$ cat src/rtl/ft245sync_responder.sv
// FT245 synchronous FIFO device-side model: plays the FTDI chip opposite a SyncFIFO master,
// bridging the pin bus to a host-side byte stream through two small FIFOs.
module ft245sync_responder #(
    parameter int unsigned RX_AW = 4,
    parameter int unsigned TX_AW = 4
) (
    input  logic             clk,
    input  logic             rst,
    output logic             o_clkout,
    // Pin side
    input  logic             i_oe_n,
    input  logic             i_rd_n,
    input  logic             i_wr_n,
    input  logic             i_siwu_n,
    input  logic [7:0]       i_data,
    output logic [7:0]       o_data,
    output logic             o_data_oe,
    output logic             o_rxf_n,
    output logic             o_txe_n,
    input  logic             i_hold_rxf,
    input  logic             i_hold_txe,
    // Host -> pins stream
    input  logic [7:0]       i_host_data,
    input  logic             i_host_valid,
    output logic             o_host_ready,
    // Pins -> host stream
    output logic [7:0]       o_host_data,
    output logic             o_host_valid,
    input  logic             i_host_ready,
    // Status
    output logic [RX_AW:0]   o_rx_level,
    output logic [TX_AW:0]   o_tx_level,
    output logic [2:0]       o_err
);

    localparam int unsigned RxDepth = 1 << RX_AW;
    localparam int unsigned TxDepth = 1 << TX_AW;
    localparam logic [RX_AW:0] RxFull = {1'b1, {RX_AW{1'b0}}};
    localparam logic [TX_AW:0] TxFull = {1'b1, {TX_AW{1'b0}}};

    // SIWU# has no effect on this model.
    logic unused_siwu;
    assign unused_siwu = i_siwu_n;

    assign o_clkout = clk;

    // ------------------------------------------------------------------
    // State
    // ------------------------------------------------------------------
    logic [7:0]       rx_mem_q [RxDepth];
    logic [RX_AW-1:0] rx_wptr_q, rx_wptr_d;
    logic [RX_AW-1:0] rx_rptr_q, rx_rptr_d;
    logic [RX_AW:0]   rx_count_q, rx_count_d;

    logic [7:0]       tx_mem_q [TxDepth];
    logic [TX_AW-1:0] tx_wptr_q, tx_wptr_d;
    logic [TX_AW-1:0] tx_rptr_q, tx_rptr_d;
    logic [TX_AW:0]   tx_count_q, tx_count_d;

    logic             rxf_n_q, rxf_n_d;
    logic             txe_n_q, txe_n_d;
    logic             data_oe_q, data_oe_d;
    logic [2:0]       err_q, err_d;

    // ------------------------------------------------------------------
    // Handshakes
    // ------------------------------------------------------------------
    logic rx_push, rx_pop;
    logic tx_push, tx_pop;

    always_comb begin
        o_host_ready = (rx_count_q != RxFull);
        o_host_valid = (tx_count_q != '0);
        rx_push      = i_host_valid && o_host_ready;
        // Accepts use the registered flags, so a hold raised this cycle cannot cancel them.
        rx_pop       = !i_rd_n && !rxf_n_q && data_oe_q;
        tx_push      = !i_wr_n && !txe_n_q;
        tx_pop       = o_host_valid && i_host_ready;
    end

    // ------------------------------------------------------------------
    // Next-state
    // ------------------------------------------------------------------
    always_comb begin
        rx_wptr_d  = rx_wptr_q;
        rx_rptr_d  = rx_rptr_q;
        rx_count_d = rx_count_q;
        if (rx_push) begin
            rx_wptr_d = rx_wptr_q + 1'b1;
        end
        if (rx_pop) begin
            rx_rptr_d = rx_rptr_q + 1'b1;
        end
        unique case ({rx_push, rx_pop})
            2'b10:   rx_count_d = rx_count_q + 1'b1;
            2'b01:   rx_count_d = rx_count_q - 1'b1;
            default: rx_count_d = rx_count_q;
        endcase
    end

    always_comb begin
        tx_wptr_d  = tx_wptr_q;
        tx_rptr_d  = tx_rptr_q;
        tx_count_d = tx_count_q;
        if (tx_push) begin
            tx_wptr_d = tx_wptr_q + 1'b1;
        end
        if (tx_pop) begin
            tx_rptr_d = tx_rptr_q + 1'b1;
        end
        unique case ({tx_push, tx_pop})
            2'b10:   tx_count_d = tx_count_q + 1'b1;
            2'b01:   tx_count_d = tx_count_q - 1'b1;
            default: tx_count_d = tx_count_q;
        endcase
    end

    always_comb begin
        rxf_n_d   = (rx_count_d == '0) || i_hold_rxf;
        txe_n_d   = (tx_count_d == TxFull) || i_hold_txe;
        data_oe_d = !i_oe_n;
        err_d     = err_q;
        if (!i_rd_n && !rx_pop) begin
            err_d[0] = 1'b1;
        end
        if (!i_wr_n && !tx_push) begin
            err_d[1] = 1'b1;
        end
        // Master driving the bus while we are also driving it.
        if (!i_wr_n && data_oe_q) begin
            err_d[2] = 1'b1;
        end
    end

    // ------------------------------------------------------------------
    // Registers
    // ------------------------------------------------------------------
    always_ff @(posedge clk or posedge rst) begin
        if (rst) begin
            rx_wptr_q  <= '0;
            rx_rptr_q  <= '0;
            rx_count_q <= '0;
            tx_wptr_q  <= '0;
            tx_rptr_q  <= '0;
            tx_count_q <= '0;
            rxf_n_q    <= 1'b1;
            txe_n_q    <= 1'b1;
            data_oe_q  <= 1'b0;
            err_q      <= '0;
        end else begin
            rx_wptr_q  <= rx_wptr_d;
            rx_rptr_q  <= rx_rptr_d;
            rx_count_q <= rx_count_d;
            tx_wptr_q  <= tx_wptr_d;
            tx_rptr_q  <= tx_rptr_d;
            tx_count_q <= tx_count_d;
            rxf_n_q    <= rxf_n_d;
            txe_n_q    <= txe_n_d;
            data_oe_q  <= data_oe_d;
            err_q      <= err_d;
        end
    end

    // Storage arrays carry no reset; emptiness is tracked by the counts alone.
    always_ff @(posedge clk) begin
        if (rx_push) begin
            rx_mem_q[rx_wptr_q] <= i_host_data;
        end
        if (tx_push) begin
            tx_mem_q[tx_wptr_q] <= i_data;
        end
    end

    // ------------------------------------------------------------------
    // Outputs
    // ------------------------------------------------------------------
    always_comb begin
        o_data      = (rx_count_q != '0) ? rx_mem_q[rx_rptr_q] : 8'h00;
        o_host_data = tx_mem_q[tx_rptr_q];
        o_data_oe   = data_oe_q;
        o_rxf_n     = rxf_n_q;
        o_txe_n     = txe_n_q;
        o_rx_level  = rx_count_q;
        o_tx_level  = tx_count_q;
        o_err       = err_q;
    end

endmodule
$ cat config.mk
export PLATFORM = sky130hd
export DESIGN_NAME = ft245sync_responder
export DESIGN_NICKNAME = d
export VERILOG_FILES = /design/src/rtl/ft245sync_responder.sv
export SDC_FILE = /design/constraint.sdc
export NUM_CORES = 1
export LEC_CHECK = 0
export ABC_AREA = 1
export BUFFER_PORTS_ARGS = -buffer_cell sky130_fd_sc_hd__buf_2
export CORE_MARGIN = 2
export CORE_UTILIZATION = 55
export CTS_BUF_LIST = sky130_fd_sc_hd__clkbuf_16
export DETAILED_ROUTE_END_ITERATION = 7
export GPL_TIMING_DRIVEN = 0
export PLACE_DENSITY = 0.73
export REMOVE_ABC_BUFFERS = 1
export SETUP_SLACK_MARGIN = 0.1
export SYNTH_ARGS = -nofsm -noshare
export SYNTH_HDL_FRONTEND = slang
export SYNTH_SLANG_ARGS = --single-unit
$ cat constraint.sdc
create_clock -name clk -period 3.5 [get_ports clk]
set_clock_uncertainty 0.15 [all_clocks]
set_input_delay 0.7 -clock clk [delete_from_list [all_inputs] [get_ports clk]]
set_output_delay 0.7 -clock clk [all_outputs]
set_load 0.005 [all_outputs]
* Yosys cells after proc, flatten, opt, wreduce, memory -nomap -nowiden
Memories as Yosys holds them, arrays and structs flattened.
Index checks and enable logic that the tools add are counted.
W data, S select, Z words.
** Cells by class
- Muxes and demuxes :: 7
- Equal/unequal tests :: 6
- Add/subtract/negate cells :: 8
- Reduce and logical (&&, ||, !) cells :: 20
** Operators by type and width (count)
- $pmux W5 S2 :: 2
- $add A4 B1 Y4 const B :: 4
- $add A5 B1 Y5 const B :: 2
- $reduce_bool A5 Y1 :: 2
- $sub A5 B1 Y5 const B :: 2
- $logic_and A1 B1 Y1 :: 8
- $mux W8 :: 1
- $logic_not A1 Y1 :: 7
- $eq A5 B5 Y1 const B :: 1
- $logic_not A5 Y1 :: 1
- $ne A5 B5 Y1 const B :: 1
- $eq A2 B1 Y1 const B :: 2
- $eq A2 B2 Y1 const B :: 2
- $mux W1 :: 4
- $logic_or A1 B1 Y1 :: 2
** Word-level totals
- Bits in writable memories :: 256
- Word-level logic and storage cells :: 55
- Memories :: 2
- Flip-flop bits (word level) :: 32
- Bits of input ports :: 26
- Output and inout port bits :: 35
** Memory list
- rx_mem_q :: depth 16, width 8, read ports 1, clocked after memory_dff 0, write ports 1, RTL line 50 : logic [7:0] rx_mem_q [RxDepth];
- tx_mem_q :: depth 16, width 8, read ports 1, clocked after memory_dff 0, write ports 1, RTL line 55 : logic [7:0] tx_mem_q [TxDepth];

* Depth between registers and ports, before layout
Gate-level depths: netlist of the first run.
- Depth after elaboration :: 7
- Mapped depth :: 18
- Mapped depth without buffers :: 17

==> results of run 1 <==
[state kept, by name, summed over array words and instances (netlist names)]
| register | count |
|---|---|
| o_data_oe | 1 |
| o_err | 3 |
| o_rx_level | 5 |
| o_rxf_n | 1 |
| o_tx_level | 5 |
| o_txe_n | 1 |
| rx_mem_q | 128 |
| rx_rptr_q | 4 |
| rx_wptr_q | 4 |
| tx_mem_q | 128 |
| tx_rptr_q | 4 |
| tx_wptr_q | 4 |
[layer usage]
metal | up-vias | wire [µm] | share of wire (%) | track usage (%)
met2 | 174 | 12000 | 51 | 36.3
met5 | - | 0 | 0 | 0
li1 | 3466 | - | - | -
met4 | 0 | 599 | 2.5 | 5.47
met1 | 3467 | 10100 | 42 | 25.7
met3 | 45 | 1050 | 4.4 | 3.38
[placed cells by master, fill, tap and decap left out, types with 11 or more instances in the layout]
cell type,Yosys,routed
sky130_fd_sc_hd__o21bai_1,33,33
sky130_fd_sc_hd__a21oi_1,42,42
sky130_fd_sc_hd__xor2_1,11,11
sky130_fd_sc_hd__inv_1,66,76
sky130_fd_sc_hd__o21ai_0,75,75
sky130_fd_sc_hd__mux2i_1,33,33
sky130_fd_sc_hd__nand2_1,66,66
sky130_fd_sc_hd__dfrtp_1,30,24
sky130_fd_sc_hd__ha_1,17,17
sky130_fd_sc_hd__nor2_1,97,96
sky130_fd_sc_hd__nand3_1,40,40
sky130_fd_sc_hd__o221ai_1,24,24
sky130_fd_sc_hd__edfxtp_1,256,256
sky130_fd_sc_hd__clkbuf_16,0,32
sky130_fd_sc_hd__o211ai_1,40,40
sky130_fd_sc_hd__buf_2,17,59
[worst paths after layout]
kind	slack, ns	cells past startpoint	endpoint	startpoint
max in group asynchronous	2.62	2	rx_rptr_q[0]$_DFFE_PP0P_	rst
worst min register to register	0.30	1	o_err[2]$_DFFE_PP0P_	o_err[2]$_DFFE_PP0P_
worst max register to register	0.72	14	o_rxf_n$_DFF_PP1_	o_rx_level[0]$_DFF_PP0_
worst max-delay path	0.18	6	o_host_data[5]	tx_rptr_q[0]$_DFFE_PP0P_
min in group clk	0.05	2	o_data_oe$_DFF_PP0_	i_oe_n
worst min-delay path	0.03	2	o_err[1]$_DFFE_PP0P_	rst
[logic make-up (layout without fill, tap and decap cells)]
kind of cell	count (synthesis)	count (layout)	share of synthesized area (%)
compound gates	227	227	11.9
xor+xnor	17	17	1.29
fa+ha+maj	18	18	1.92
buf+inv	120	199	4.52
flops	288	288	70.1
mux	34	34	2.82
simple gates	216	216	7.49
[per-stage QoR]
| step | worst slack (ns) | TNS, ns | utilization (%) |
|---|---|---|---|
| after global placement | -1.18 | -18.68 | 57.4 |
| after CTS | 0.140 | 0 | 62.2 |
| after global routing | 0.0982 | 0 | 62.4 |
| final | 0.177 | 0 | 62.4 |
| after detailed placement | -0.202 | -1.27 | 57.8 |
| after floorplan | -0.0991 | -0.618 | - |
[power groups by stage]
| stage | combinational [mW] | sequential, mW | clock (mW) |
|---|---|---|---|
| global route | 3.89 | 4.69 | 3.04 |
| global placement | 2.90 | 4.95 | 0.0124 |
| finish | 3.48 | 4.64 | 2.86 |
| floorplan | 2.05 | 4.72 | 0 |
| detailed placement | 3.27 | 4.74 | 0.0124 |
| CTS | 3.44 | 4.65 | 2.90 |
[critical path: stages (launching register included)]
cell and delay, ns:
sky130_fd_sc_hd__dfrtp_4 0.56, sky130_fd_sc_hd__buf_16 0.31, sky130_fd_sc_hd__mux2i_1 0.23, sky130_fd_sc_hd__o21ai_0 0.11, sky130_fd_sc_hd__o211ai_1 0.30, sky130_fd_sc_hd__nand2_1 0.11, sky130_fd_sc_hd__buf_2 0.14
[Yosys cell counts (all sizes together)]
master and instances:
fa 1, nand2 69, mux2 1, a21oi 42, nand4 3, edfxtp 256, clkbuf 17, nor2 98
nor3 3, nor4 1, a21o 2, ha 17, xor2 12, o21a 9, inv 69, dfrtp 30
o21ai 76, or2 1, nand3b 1, nand3 40, o221ai 24, o21bai 34, xnor2 5, o211ai 40
buf 31, dfstp 2, mux2i 33, clkinv 3
[repair_timing]
action / 4_1_cts / 5_1_grt
setup buffers: 6 / 1
endpoints found under the setup margin: 16 / 7
gates cloned: 1 / 0
gates resized for setup: 9 / 4
[final cells by class]
cell class                      count  area [µm²]
Sequential cell                   288        8500
Clock buffer                       33         806
Inverter                           72         289
Multi-Input combinational cell    512        3090
Fill cell                        1634        8180
Timing Repair Buffer               69         433
Timing Repair inverter              1        7.51
Clock inverter                     24        96.3
Tap cell                          280         350
==> reports/summary.log, run 1 <==
qor: yosys.sequential_share_of_the_synthesized_area 70.1%
qor: cts.cts.reportedPaths.clkPinSlew 0.06 ns
qor: cts.cts_tree built
qor: yosys.synth_area_leader_cell sky130_fd_sc_hd__edfxtp_1
qor: worst_setup_path.crit_required 2.65 ns
qor: detailed_routing.routedWlPerCell 18.5 µm
qor: pwr.power 11.0 mW
qor: sta.worstMarginPinSlew 0.981 ns
qor: worst_setup_path.timing.critical_path.fanout_max 74
qor: grt.grt_start_max_net_pins 75
qor: sta.layout_min_cycle_time 3.32 ns
qor: detailed_routing.routed_via_density 5.59
qor: place.hpwl 14.6 mm
qor: yosys.yosys-top-cells-area sky130_fd_sc_hd__edfxtp_1 63%, sky130_fd_sc_hd__dfrtp_1 6.2%, sky130_fd_sc_hd__o21ai_0 3.1%, sky130_fd_sc_hd__nor2_1 3.0%, sky130_fd_sc_hd__mux2i_1 2.7%
qor: pwr.power_density 809 nW/µm²
qor: sta.hold_worst_slack 0.0276 ns
qor: cells_and_area.finish.instance_area 13600 µm²
qor: grt.grt_remaining_overflow 0
qor: sta.max_slew_margin 34.4%
qor: detailed_routing.detailroute.via_count 7152
qor: grt.grt_pass1_wl 37.6 mm
qor: floorplanning.initial_utilization 55.7%
qor: cells_and_area.finalNetCount 1021
qor: floorplanning.chipWidth 152 µm
qor: yosys.syn_std_cell_area 12100 µm²
qor: floorplanning.core_area 21800 µm²
qor: cts.ctsHoldBuffers 0
qor: min_path.kind_of_path_behind_the_tightest_hold_check in2async
qor: pwr.netSwitchingPower 3.83 mW
qor: cells_and_area.syn_to_final_growth 12.0%
qor: worst_setup_path.critPathArrivalTime 2.47 ns
qor: worst_setup_path.worstSetupEndpointType primary output
qor: grt.grt.total_usage 20.3%
qor: run.cap_violations 0
qor: grt.grt_antenna_before_repair 0
qor: sta.maxSlewViolCount 0
qor: cells_and_area.post_layout_nonfiller_instances 1279
qor: floorplanning.io_pins 61
qor: yosys.syn_area_per_cell 13.2 µm²
qor: yosys.ys_ff_latch 288
qor: pwr.seqPwrFrac 42.2%
qor: detailed_routing.dr.pass1.iters 5
qor: detailed_routing.antenna_left 0
qor: floorplanning.die_area 23200 µm²
qor: sta.clock.fmax 0.301 GHz
qor: place.port_buffers 59
qor: detailed_routing.detailedRoute.firstIterationViolations 437
qor: yosys.postSynthCellCount 920
qor: pwr.vdd_drop_max 592 µV
qor: sta.layout_worst_path_cycle_share 95.0%
qor: yosys.synthDominantCellAreaShare 63.4%
qor: yosys.post_synth_num_cell_types 38
qor: grt.first_global_vias 7073
qor: pwr.power.share.clock 26.1%
qor: place.dpl-instance-area 12600 µm²
qor: cts.insertion_delay 0.65 ns
qor: detailed_routing.route.final.wire_length 23.7 mm
qor: yosys.synth_warnings 0
qor: detailed_routing.drc_errors 0
qor: sta.setup_violations 0
qor: cells_and_area.drive_above_1_share 13.2%
qor: floorplanning.rows 54
qor: sta.grt_setup_unrepaired true
qor: place.place.gp.congestion 0.778
qor: floorplanning.die_height 152 µm
qor: sta.timing_hold_violations_final 0
qor: pwr.share_comb_of_total_power 31.7%
qor: run_status.outcome complete, no violations
qor: worst_setup_path.element_type_at_the_critical_path_start register
qor: pwr.switching_share 34.9%
qor: pwr.p_int 7.15 mW
qor: cells_and_area.antennaDiodeCount 0
qor: place.placed_cells 1214
qor: worst_setup_path.worstSetupPathType reg2out
qor: pwr.leakage 4.99 nW
Power figures use the tool's default switching activity.
==> run 2, diff against run 1 <==
PLACE_DENSITY = 0.76   (was 0.73)
clock period = 3 ns   (was 3.5 ns; I/O delays follow)
==> run 2 against run 1 <==
Compared with the run above:
- the run now ends with negative setup slack left
- sequential power rose by 15%
- worst hold slack got worse by 0.0072 ns
- sequential cell count did not move
- total power rose by 33%
==> reports/summary.log, run 2 (same netlist as run 1, synthesis figures left out) <==
qor: run_status.outcome finished, violations left
qor: run_status.failed_checks negative setup slack
qor: sta.setup_violations 8
qor: cells_and_area.multi_input_area 3300 µm²
qor: detailed_routing.routed_via_density 5.99
qor: place.port_buffers 59
qor: run.cap_violations 0
qor: detailed_routing.antenna_left 0
qor: detailed_routing.route.final.wire_length 28.5 mm
qor: cells_and_area.finalNetCount 1059
qor: pwr.leakage 5.33 nW
qor: sta.layout_min_cycle_time 3.05 ns
qor: sta.timing_hold_violations_final 0
qor: detailed_routing.detailedRoute.firstIterationViolations 733
qor: grt.grt_remaining_overflow 0
qor: grt.grt_pass1_wl 42.6 mm
qor: cells_and_area.layout.area.seq 8510 µm²
qor: sta.fin_ws -0.0517 ns
qor: detailed_routing.routedWlPerCell 21.6 µm
qor: floorplanning.core_area 21800 µm²
qor: detailed_routing.dr.pass1.iters 5
qor: cells_and_area.layout.cells.most_common sky130_fd_sc_hd__edfxtp_1
qor: worst_setup_path.crit_required 2.25 ns
qor: place.hpwl 15.0 mm
qor: sta.clock.fmax 0.328 GHz
qor: cells_and_area.most-common-layout-cells 256 x sky130_fd_sc_hd__edfxtp_1, 89 x sky130_fd_sc_hd__nor2_1, 69 x sky130_fd_sc_hd__inv_1, 66 x sky130_fd_sc_hd__nand2_1, 59 x sky130_fd_sc_hd__buf_2
qor: floorplanning.io_pins 61
qor: worst_setup_path.worstPathCellList buf_12 -> inv_16 -> o21bai_1 -> o211ai_1 -> nand3_1 -> a21oi_2 -> buf_2
qor: floorplanning.rows 54
qor: detailed_routing.drc_errors 0
qor: floorplanning.die_height 152 µm
qor: grt.first_global_vias 7922
qor: detailed_routing.detailroute.via_count 7898
qor: grt.grt_start_max_net_pins 36
qor: grt.grt.total_usage 23.4%
qor: cts.cts.reportedPaths.clkPinSlew 0.06 ns
qor: sta.layout_worst_path_cycle_share 102%
qor: sta.worstMarginPinSlew 1.41 ns
qor: place.place.gp.congestion 0.785
qor: min_path.kind_of_path_behind_the_tightest_hold_check in2reg
qor: grt.grt_antenna_before_repair 0
qor: worst_setup_path.worstSetupPathType reg2out
qor: worst_setup_path.worstSetupEndpointType primary output
qor: sta.hold_worst_slack 0.0204 ns
qor: cells_and_area.drive_above_1_share 20.7%
qor: cells_and_area.syn_to_final_growth 19.8%
qor: floorplanning.chipWidth 152 µm
qor: floorplanning.initial_utilization 55.7%
qor: pwr.vdd_drop_max 635 µV
qor: floorplanning.die_area 23200 µm²
qor: cells_and_area.antennaDiodeCount 0
qor: sta.fin_tns_setup -0.112 ns
qor: worst_setup_path.critical-path-max-stage-delay 0.49 ns
qor: cts.insertion_delay 0.66 ns
qor: worst_setup_path.critPathArrivalTime 2.30 ns
qor: cells_and_area.num-fill-cells 1494
qor: cells_and_area.biggestRegsByFlops rx_mem_q (128), tx_mem_q (128)
qor: pwr.power_density 1010 nW/µm²
qor: cts.cts_tree built
qor: worst_setup_path.timing.critical_path.fanout_max 16
qor: sta.grt_setup_unrepaired true
qor: sta.maxSlewViolCount 0
qor: sta.max_slew_margin 5.27%
qor: worst_setup_path.slowest_cell_on_the_critical_path sky130_fd_sc_hd__dfrtp_4
qor: worst_setup_path.element_type_at_the_critical_path_start register
==> run 2: changes by cell type in the layout (fill, tap and decap cells not counted), sizes merged <==
cell	delta
clkbuf	+3
dlygate4sd3	+4
inv	-5
bufinv	+1
clkinvlp	+2
buf	+29
clkinv	+5
==> run 2: layer usage <==
metal / track usage, % / part of all wire, %
met1: 29.4 / 38
met2: 41.8 / 52
met3: 3.19 / 7.0
met4: 8.60 / 3.1
met5: 0 / 0
==> run 2: where the power goes <==
group          internal (mW)  switching, mW
combinational           2.51           3.27
clock                   2.01           1.48
sequential              4.86          0.463
==> run 2: critical path: cells and delay by family (launching register included) <==
family	cells	cell delay [ns]
DFF	1	0.49
buffers and inverters	3	0.39
AOI/OAI and AO/OA	3	0.55
and+or+nand+nor	1	0.18
==> run 2: cell type report <==
| cell class | instances | share of cell area, % |
|---|---|---|
| clock buffers | 33 | 5.55 |
| repair buffers | 105 | 7.41 |
| flip-flops and latches | 288 | 58.7 |
| well taps | 280 | 2.41 |
| clock inverters | 25 | 0.931 |
| inverters | 72 | 2.06 |
| multi-input cells | 512 | 22.7 |
| repair inverters | 3 | 0.241 |
==> run 2: path summary, 6_finish.rpt <==
path | startpoint | to | slack, ns | depth (start not counted)
max | rx_rptr_q[0]$_DFFE_PP0P_ | o_data[2] | -0.05 | 7
min | i_hold_rxf | o_rxf_n$_DFF_PP1_ | 0.02 | 2
max reg2reg | o_rx_level[1]$_DFF_PP0_ | o_rxf_n$_DFF_PP1_ | 0.35 | 14
min reg2reg | o_err[2]$_DFFE_PP0P_ | o_err[2]$_DFFE_PP0P_ | 0.31 | 1
max in group asynchronous | rst | tx_rptr_q[1]$_DFFE_PP0P_ | 1.66 | 3
min in group asynchronous | rst | o_err[0]$_DFFE_PP0P_ | 0.48 | 3
==> run 2: timing repair <==
action | CTS | global route
setup endpoints to repair | 16 | 17
hold buffers | 3 | 1
pin swaps | 40 | 37
setup buffers | 23 | 3
endpoints found under the hold margin | 3 | 20
gates cloned | 12 | 5
gates resized for setup | 76 | 51
==> run 2: per-stage QoR <==
step	util (%)	power [mW]	cells	setup WS [ns]	cell area, µm²
6_report	66.7	14.6	1318	-0.0517	14500
4_1_cts	65.2	14.0	1309	-0.0152	14200
2_1_floorplan	-	7.90	872	-0.499	11800
5_1_grt	66.7	15.3	1318	-0.0993	14500
3_3_place_gp	57.4	9.20	1211	-1.74	12500
3_5_place_dp	57.8	9.40	1214	-0.829	12600
==> run 3, diff against run 2 <==
CTS_BUF_LIST = sky130_fd_sc_hd__clkbuf_8   (was sky130_fd_sc_hd__clkbuf_16)
GPL_TIMING_DRIVEN = unset   (was 0)
==> run 3 against run 2 <==
Compared with the run above:
- the run still ends with negative setup slack left
- cell count up 3.0%
- sequential cell count unchanged
- total power down 6.7%
- sequential share of layout area up 0.57 points
- utilization down 0.77 points
- sequential power down 3%
- first-iteration DRC count down 27%
- critical path depth up 1
- wire length down 8.3%
- global-route usage down 1.8 points
- critical path type unchanged
- largest power group unchanged
==> reports/summary.log, run 3 (same netlist as run 1, synthesis figures left out) <==
qor: detailed_routing.detailroute.via_count 7677
qor: cells_and_area.biggestRegsByFlops rx_mem_q (128), tx_mem_q (128)
qor: worst_setup_path.cp-endpoint o_data[6]
qor: place.place.gp.congestion 0.825
qor: sta.setup_violations 4
qor: floorplanning.chipWidth 152 µm
qor: floorplanning.core_area 21800 µm²
qor: grt.grt_antenna_before_repair 0
qor: detailed_routing.routed_via_density 5.66
qor: sta.maxSlewViolCount 0
qor: pwr.leakage 5.42 nW
qor: run_status.failed_checks negative setup slack
qor: place.port_buffers 59
qor: worst_setup_path.timing.critical_path.fanout_max 6
qor: sta.worstMarginPinSlew 0.759 ns
qor: worst_setup_path.regToRegEndpoint o_rxf_n$_DFF_PP1_
qor: run_status.outcome finished, violations left
qor: detailed_routing.route.final.wire_length 26.1 mm
qor: worst_setup_path.worstSetupEndpointType primary output
qor: grt.grt_remaining_overflow 0
qor: cells_and_area.antennaDiodeCount 0
qor: cts.cts_tree built
qor: cells_and_area.most-common-layout-cells 256 x sky130_fd_sc_hd__edfxtp_1, 95 x sky130_fd_sc_hd__nor2_1, 88 x sky130_fd_sc_hd__inv_1, 66 x sky130_fd_sc_hd__nand2_1, 59 x sky130_fd_sc_hd__buf_2
qor: cells_and_area.num-fill-cells 1553
qor: run.cap_violations 0
qor: cells_and_area.layout.cells.most_common sky130_fd_sc_hd__edfxtp_1
qor: worst_setup_path.worst_r2r_path_depth 13
qor: place.placed_cells 1245
qor: cts.insertion_delay 0.65 ns
qor: pwr.power 13.6 mW
qor: worst_setup_path.timing.rr.start o_rx_level[1]$_DFF_PP0_
qor: detailed_routing.routedWlPerCell 19.3 µm
qor: cells_and_area.post_layout_nonfiller_instances 1357
qor: sta.clock.fmax 0.328 GHz
qor: floorplanning.rows 54
qor: worst_setup_path.critPathArrivalTime 2.29 ns
qor: grt.grt_start_max_net_pins 68
qor: cells_and_area.finalNetCount 1090
qor: floorplanning.die_area 23200 µm²
qor: min_path.kind_of_path_behind_the_tightest_hold_check in2reg
qor: grt.grt_pass1_wl 39.8 mm
qor: worst_setup_path.crit_required 2.25 ns
qor: cells_and_area.drive_above_1_share 19.8%
qor: sta.layout_worst_path_cycle_share 101%
qor: sta.fin_tns_setup -0.0837 ns
qor: grt.grt.total_usage 21.6%
qor: sta.timing_hold_violations_final 0
qor: detailed_routing.detailedRoute.firstIterationViolations 532
qor: floorplanning.initial_utilization 55.7%
qor: detailed_routing.drc_errors 0
qor: worst_setup_path.r2r_setup_slack 0.31 ns
qor: floorplanning.die_height 152 µm
qor: detailed_routing.antenna_left 0
qor: worst_setup_path.crit_path_start rx_rptr_q[0]$_DFFE_PP0P_
qor: worst_setup_path.worstSetupPathType reg2out
qor: floorplanning.io_pins 61
qor: sta.hold_worst_slack 0.106 ns
qor: pwr.power_density 949 nW/µm²
qor: worst_setup_path.element_type_at_the_critical_path_start register
qor: pwr.vdd_drop_max 729 µV
qor: sta.max_slew_margin 49.2%
qor: cells_and_area.syn_to_final_growth 18.4%
qor: sta.layout_min_cycle_time 3.04 ns
qor: sta.fin_ws -0.0446 ns
qor: cts.cts.reportedPaths.clkPinSlew 0.06 ns
qor: place.hpwl 14.9 mm
qor: grt.first_global_vias 7597
qor: cells_and_area.finalCoreUtilization 65.9%
qor: sta.grt_setup_unrepaired true
qor: detailed_routing.dr.pass1.iters 5
[run 3: how the worst min path moves through the flow]
stage	from	end	slack, ns	depth (start not counted)
after floorplan	o_err[1]$_DFFE_PP0P_	o_err[1]$_DFFE_PP0P_	0.30	1
after global placement	o_err[2]$_DFFE_PP0P_	o_err[2]$_DFFE_PP0P_	0.28	1
after detailed placement	o_err[2]$_DFFE_PP0P_	o_err[2]$_DFFE_PP0P_	0.29	1
after CTS	i_wr_n	o_err[2]$_DFFE_PP0P_	0.09	3
after global routing	i_host_ready	tx_rptr_q[0]$_DFFE_PP0P_	0.1	3
final	i_host_ready	tx_rptr_q[0]$_DFFE_PP0P_	0.11	3
[run 3: final cells by class]
class	count	area, µm²	area share [%]
clock buffers	49	666	4.64
clock inverters	32	130	0.907
inverters	72	288	2.01
multi-input cells	512	3200	22.3
flip-flops and latches	288	8500	59.2
well taps	280	350	2.44
repair buffers	124	1220	8.49
[run 3: critical path, cell delays in order (launching register included)]
cell and delay (ns):
sky130_fd_sc_hd__dfrtp_4 0.57, sky130_fd_sc_hd__clkinv_8 0.11, sky130_fd_sc_hd__buf_12 0.13, sky130_fd_sc_hd__clkbuf_16 0.14
sky130_fd_sc_hd__o21bai_1 0.07, sky130_fd_sc_hd__o221ai_1 0.16, sky130_fd_sc_hd__nand3_1 0.13, sky130_fd_sc_hd__a21oi_2 0.19
sky130_fd_sc_hd__buf_2 0.14
[run 3: metrics by stage]
| step | instance area [µm²] | setup slack (ns) |
|---|---|---|
| 2_1_floorplan | 11800 | -0.499 |
| 5_1_grt | 14300 | -0.143 |
| 6_report | 14300 | -0.0446 |
| 3_5_place_dp | 12800 | 0.229 |
| 3_3_place_gp | 12800 | 0.297 |
| 4_1_cts | 14000 | -0.0245 |
[run 3: what timing repair did]
action / 4_1_cts / 5_1_grt
pin swaps: 21 / 26
hold buffers: 5 / 0
setup endpoints to repair: 16 / 17
cloned: 5 / 8
gates resized for setup: 50 / 34
hold endpoints to repair: 34 / 0
buffers inserted: 13 / 1
[run 3: power breakdown]
part / internal [mW] / total, mW / switching, mW / leakage (nW)
Combinational: 2.45 / 5.49 / 3.04 / 2.26
Clock: 1.48 / 2.94 / 1.46 / 0.490
Sequential: 4.84 / 5.18 / 0.348 / 2.67
Total: 8.77 / 13.6 / 4.85 / 5.42
[run 3: routing by layer]
layer | routed length [µm] | global-route usage (%) | part of all wire [%] | vias to the layer above
li1 | - | - | - | 3619
met1 | 10400 | 27.2 | 40 | 3706
met2 | 13500 | 37.0 | 52 | 289
met3 | 1470 | 3.95 | 5.6 | 63
met5 | 0 | 0 | 0 | -
met4 | 808 | 9.74 | 3.1 | 0
